File: config.mk
export PLATFORM = sky130hd
export DESIGN_NAME = pe_conv_mac
export DESIGN_NICKNAME = d
export VERILOG_FILES = /design/src/rtl/pe_conv_mac.sv
export SDC_FILE = /design/constraint.sdc
export NUM_CORES = 1
export LEC_CHECK = 0
export BUFFER_PORTS_ARGS = -buffer_cell sky130_fd_sc_hd__buf_2
export CAP_MARGIN = 10
export CORE_MARGIN = 3
export CORE_UTILIZATION = 40
export DETAILED_ROUTE_END_ITERATION = 12
export SLEW_MARGIN = 30
export SYNTH_ARGS = -nofsm -noshare
export SYNTH_HDL_FRONTEND = slang
export SYNTH_SLANG_ARGS = --single-unit
File: constraint.sdc
create_clock -name clk -period 12.3 [get_ports clk]
set_input_delay 1.845 -clock clk [delete_from_list [all_inputs] [get_ports clk]]
set_output_delay 1.845 -clock clk [all_outputs]
set_load 0.02 [all_outputs]
File: src/rtl/pe_conv_mac.sv
// Mesh convolution PE: addressed weight/data packets in, KLEN-deep dot-product accumulation, results out via FIFO.
// Optional ReLU on the emitted sum is enabled by defining PE_RELU_EN.
module pe_conv_mac #(
  parameter int ADDR_W    = 2,
  parameter int LANES     = 3,
  parameter int DATA_W    = 8,
  parameter int ACC_W     = 24,
  parameter int KLEN      = 3,
  parameter int OUT_DEPTH = 4,
  parameter int PE_X      = 0,
  parameter int PE_Y      = 2,
  parameter int DST_X     = 3,
  parameter int DST_Y     = 3,
  localparam int PKT_W    = 1 + 4*ADDR_W + LANES*DATA_W
) (
  input  logic             clk,
  input  logic             rst_n,
  input  logic             in_valid,
  output logic             in_ready,
  input  logic [PKT_W-1:0] in_pkt,
  output logic             out_valid,
  input  logic             out_ready,
  output logic [PKT_W-1:0] out_pkt,
  output logic             err_drop,
  output logic [7:0]       drop_cnt
);
  localparam int PAY_W  = LANES*DATA_W;
  localparam int CNT_W  = (KLEN > 1) ? $clog2(KLEN) : 1;
  localparam int PTR_W  = (OUT_DEPTH > 1) ? $clog2(OUT_DEPTH) : 1;
  localparam int FCNT_W = $clog2(OUT_DEPTH + 1);

  function automatic logic [7:0] sat_inc(input logic [7:0] c);
    return (c == 8'hFF) ? c : c + 8'd1;
  endfunction

  function automatic logic [PAY_W-1:0] shape_result(input logic signed [ACC_W-1:0] s);
`ifdef PE_RELU_EN
    if (s < 0) return '0;
`endif
    return PAY_W'(s);
  endfunction

  logic signed [DATA_W-1:0] w_q [LANES];
  logic signed [DATA_W-1:0] w_d [LANES];
  logic                     wvalid_q, wvalid_d;
  logic signed [ACC_W-1:0]  acc_q, acc_d;
  logic [CNT_W-1:0]         cnt_q, cnt_d;
  logic                     err_drop_q, err_drop_d;
  logic [7:0]               drop_cnt_q, drop_cnt_d;
  logic [PKT_W-1:0]         mem_q [OUT_DEPTH];
  logic [PKT_W-1:0]         mem_d [OUT_DEPTH];
  logic [PTR_W-1:0]         wr_ptr_q, wr_ptr_d, rd_ptr_q, rd_ptr_d;
  logic [FCNT_W-1:0]        fcnt_q, fcnt_d;

  logic                      pkt_type, addr_ok, accept, drop, wload, dload, push, pop;
  logic signed [DATA_W-1:0]  lane;
  logic signed [2*DATA_W-1:0] prod;
  logic signed [ACC_W-1:0]   dot, sum;
  logic [PKT_W-1:0]          res_pkt;
  logic                      unused_src;

  assign unused_src = ^in_pkt[PKT_W-2 -: 2*ADDR_W];
  assign pkt_type   = in_pkt[PKT_W-1];
  assign addr_ok    = (in_pkt[PAY_W+ADDR_W +: ADDR_W] == ADDR_W'(PE_X)) &&
                      (in_pkt[PAY_W +: ADDR_W] == ADDR_W'(PE_Y));

  assign in_ready  = rst_n && (fcnt_q < FCNT_W'(OUT_DEPTH));
  assign out_valid = (fcnt_q != '0);
  assign out_pkt   = mem_q[rd_ptr_q];
  assign err_drop  = err_drop_q;
  assign drop_cnt  = drop_cnt_q;

  // Packet classification: misrouted packets and data before weights are both drops.
  assign accept = in_valid && in_ready;
  assign drop   = accept && (!addr_ok || (!pkt_type && !wvalid_q));
  assign wload  = accept && addr_ok && pkt_type;
  assign dload  = accept && addr_ok && !pkt_type && wvalid_q;
  assign push   = dload && (cnt_q == CNT_W'(KLEN-1));
  assign pop    = out_valid && out_ready;

  always_comb begin
    lane = '0;
    prod = '0;
    dot  = '0;
    for (int i = 0; i < LANES; i++) begin
      lane = signed'(in_pkt[i*DATA_W +: DATA_W]);
      prod = lane * w_q[i];
      dot  = dot + ACC_W'(prod);
    end
    sum     = acc_q + dot;
    res_pkt = {1'b0, ADDR_W'(PE_X), ADDR_W'(PE_Y), ADDR_W'(DST_X), ADDR_W'(DST_Y),
               shape_result(sum)};
  end

  always_comb begin
    w_d        = w_q;
    wvalid_d   = wvalid_q;
    acc_d      = acc_q;
    cnt_d      = cnt_q;
    err_drop_d = drop;
    drop_cnt_d = drop ? sat_inc(drop_cnt_q) : drop_cnt_q;
    if (wload) begin
      for (int i = 0; i < LANES; i++) w_d[i] = signed'(in_pkt[i*DATA_W +: DATA_W]);
      wvalid_d = 1'b1;
      acc_d    = '0;
      cnt_d    = '0;
    end else if (dload) begin
      acc_d = push ? '0 : sum;
      cnt_d = push ? '0 : cnt_q + CNT_W'(1);
    end
  end

  // Output FIFO: a push can only happen on an accept, which already guarantees space.
  always_comb begin
    mem_d    = mem_q;
    wr_ptr_d = wr_ptr_q;
    rd_ptr_d = rd_ptr_q;
    if (push) begin
      mem_d[wr_ptr_q] = res_pkt;
      wr_ptr_d = (wr_ptr_q == PTR_W'(OUT_DEPTH-1)) ? '0 : wr_ptr_q + PTR_W'(1);
    end
    if (pop) rd_ptr_d = (rd_ptr_q == PTR_W'(OUT_DEPTH-1)) ? '0 : rd_ptr_q + PTR_W'(1);
    fcnt_d = fcnt_q + FCNT_W'(push) - FCNT_W'(pop);
  end

  always_ff @(posedge clk or negedge rst_n) begin
    if (!rst_n) begin
      for (int i = 0; i < LANES; i++) w_q[i] <= '0;
      for (int i = 0; i < OUT_DEPTH; i++) mem_q[i] <= '0;
      wvalid_q   <= 1'b0;
      acc_q      <= '0;
      cnt_q      <= '0;
      err_drop_q <= 1'b0;
      drop_cnt_q <= '0;
      wr_ptr_q   <= '0;
      rd_ptr_q   <= '0;
      fcnt_q     <= '0;
    end else begin
      w_q        <= w_d;
      mem_q      <= mem_d;
      wvalid_q   <= wvalid_d;
      acc_q      <= acc_d;
      cnt_q      <= cnt_d;
      err_drop_q <= err_drop_d;
      drop_cnt_q <= drop_cnt_d;
      wr_ptr_q   <= wr_ptr_d;
      rd_ptr_q   <= rd_ptr_d;
      fcnt_q     <= fcnt_d;
    end
  end
endmodule
==> key figures <==
Outcome
  • Status: finished clean

Worst setup path
  • CP bufs+invs: 5
  • Crit path arrival time: 8520 ps
  • Slowest cell delay on critical path: 550 ps
  • Crit end category: register
  • CP Cell Sequence: buf_2, and2_1, inv_1, fa_1, fa_1, inv_1, fa_1, fa_1, fa_1, fa_1, inv_1, fa_1, inv_1, ha_1, a21o_1, a31oi_1, o22ai_1, o31ai_2, o21ai_0, xnor2_1, o21ai_0
  • Slowest CP cell: fa_1
  • Worst path top cell family by delay: adder cells
  • CP dominant cell by count: fa_1
  • WP data required: 12,580 ps
  • Startpoint types: input port
  • Worst-path maximum fanout: 9
  • Setup Crit Path Kind: input port to register

Detailed routing
  • First-pass DRT Iterations: 5
  • Met1 Routed Length: approximately 16,000 µm
  • Vias per inst: about 4.9
  • Met2 WL: between 15,000 and 20,000 µm
  • Met3 routed WL: 1140 µm
  • Drt total wl: roughly 36,000 µm
  • DR top layer: met5
  • Via count: 10,800
  • Final ANT Viol Nets: 0
  • Initial DRC count: 579
  • Routed wire per std cell: around 17 µm
  • Drt drc: 0

Cells and area
  • Area Growth Syn to Fin: 8.31%
  • Filler cell count: 3,933
  • Share of cells above drive strength 1: about an eighth
  • N_diodes: 0
  • Layout Nets: 2,077

CTS
  • Cts bufs inserted: 17
  • TritonCTS sink count: 167
  • Root buffer cell: clkbuf_16
  • Worst-skew pair later-pin latency: approximately 450 ps
  • Resize count post-CTS: 0
  • Hold buffer count at cts: 0
  • Clock Tree Buf Depth: 2
  • CTS tree: built
  • H-Tree Depth: 4
  • Clock-pin slew on the worst setup and hold paths: 70 ps
  • Postcts setup bufs: 0

Timing
  • RSZ-0062 raised after global routing: false
  • Fin crit share: between 60% and 70%
  • Final setup fails: 0
  • Rel. slew slack: 40.5%
  • Slew @ Worst Pin: slightly below 900 ps
  • Achievable Freq: approximately 120 MHz
  • Max Slew Vio Count: 0
  • Tmin final: between 8000 and 9000 ps
  • Layout Skew: 14.4 ps
  • Fin. Hold Viols: 0
  • Setup TNS: 0 ps

Yosys
  • Top_reg_cell synth: dfrtp_1
  • Top-count cell post-synth: inv_1
  • Top cells by area, synth: fa_1, dfrtp_1, ha_1, inv_1, mux2_2
  • Synth cell count leaders: inv_1, fa_1, nand2_1
  • Post-synth EDFFs: 0
  • Netlist Area Pre-Place: 0.0170 mm²
  • Cells after Synth: between 1,500 and 2,000
  • Post-synthesis sequential area ratio: 24.6%
  • Syn avg cell area: 10.6 µm²
  • Largest area contributor in the netlist: fa_1
  • Syn. warnings: 0
  • Fraction of registers with async set/reset: 100%
  • Synth unique cells: 49
  • Yosys reg bits: 167
  • Top cell type's share of synthesized area: around a third

Place
  • DPL Wire Length: 29,100 µm
  • Global placer's final weighted congestion: 0.804
  • Buffers on Ports: 72

Die
  • CORE AREA: 0.0414 mm²
  • Die H: approximately 210 µm
  • Boundary Pins: 81
  • Initial core utilization: between 40 and 50%
  • DIE WIDTH: 212 µm
  • Die ar.: between 0.04 and 0.05 mm²
  • Site Rows: 74

Min path
  • Min-Delay Path Class: register to register

Job
  • Max Cap Violations: 0

Global routing
  • Total GRT Usage: between 10% and 20%
  • Vias in the first global route: 11,800
  • First-pass GRT wire length: between 60,000 and 70,000 µm
  • Initial antenna violation count: 3
  • Congestion Overflow GR: 0
  • Largest net degree at the start of global routing: 82
-- registers in the layout, summed over array words and instances (netlist names), 2 cells and up --
name	cells
cnt_q	2
drop_cnt	8
wr_ptr_q	2
mem_q	100
rd_ptr_q	2
acc_q	24
fcnt_q	3
w_q	24
-- final timing paths --
kind / end / slack, ps / depth (start not counted) / start
max in group asynchronous: mem_q[102]$_DFFE_PN0P_ / 9190 / 3 / rst_n
min in group asynchronous: w_q[23]$_DFFE_PN0P_ / 1300 / 1 / rst_n
worst max-delay path: mem_q[56]$_DFFE_PN0P_ / 4060 / 21 / in_pkt[15]
worst max register to register: mem_q[56]$_DFFE_PN0P_ / 5100 / 20 / w_q[8]$_DFFE_PN0P_
worst min register to register: mem_q[29]$_DFFE_PN0P_ / 460 / 1 / mem_q[29]$_DFFE_PN0P_
worst min-delay path: mem_q[29]$_DFFE_PN0P_ / 460 / 1 / mem_q[29]$_DFFE_PN0P_
-- routing by layer --
| layer | vias up | global-route usage [%] |
|---|---|---|
| li1 | 5001 | - |
| met4 | 6 | 3.21 |
| met3 | 30 | 3.00 |
| met5 | - | 0 |
| met2 | 144 | 29.6 |
| met1 | 5629 | 24.6 |
-- stage by stage --
step	util, %	hold WS, ps	std cells	cell area (µm²)	setup WS (ps)
6_report	44.5	461	2190	18400	4060
5_1_grt	44.5	482	2190	18400	3680
4_1_cts	44.5	466	2190	18400	4090
3_5_place_dp	43.1	449	2158	17800	3630
3_3_place_gp	43.1	447	2158	17800	3710
2_1_floorplan	-	429	1609	17000	4400
-- worst register-to-register path: cells and delay by family (launching register included) --
family	cells	cell delay, ps
adder cells (fa/ha/maj)	8	3770
buffers and inverters	4	280
XOR/XNOR	1	380
AND/OR/NAND/NOR	1	550
flip-flops	1	520
AO/OA/AOI/OAI	6	1550
-- cell families after synthesis --
family / after synthesis / share of synthesized area, %
buffers and inverters: 421 / 9.51
adders and majority gates: 395 / 41.3
and+or+nand+nor: 342 / 9.53
DFF: 167 / 24.6
AOI/OAI and AO/OA: 151 / 5.49
muxes: 93 / 7.79
xor gates and xnor gates: 36 / 1.85
other: 1 / 0.0220
-- placed cells by master (no fill, tap or decap), types with 9 or more instances in the layout --
cell type,instances
mux2_2,66
ha_1,118
and2_1,88
buf_2,71
inv_1,361
a21oi_1,27
dfrtp_1,166
o21ai_0,77
a22o_1,10
nand2b_1,14
mux4_2,25
xor2_1,9
nand2_1,162
fa_1,277
clkbuf_16,17
nor2_1,37
xnor2_1,27
-- area by class of cell --
class                   count  area (µm²)  share of cell area [%]
well taps                 532         666                    3.61
multi-input cells        1021       11300                    61.0
clock buffers              17         425                    2.31
flip-flops and latches    167        4180                    22.7
clock inverters            15         153                   0.828
repair buffers             75         393                    2.13
inverters                 363        1360                    7.39
Power is not shown: default switching activity piles up to over one toggle a cycle in this logic, so the estimate is an artifact.
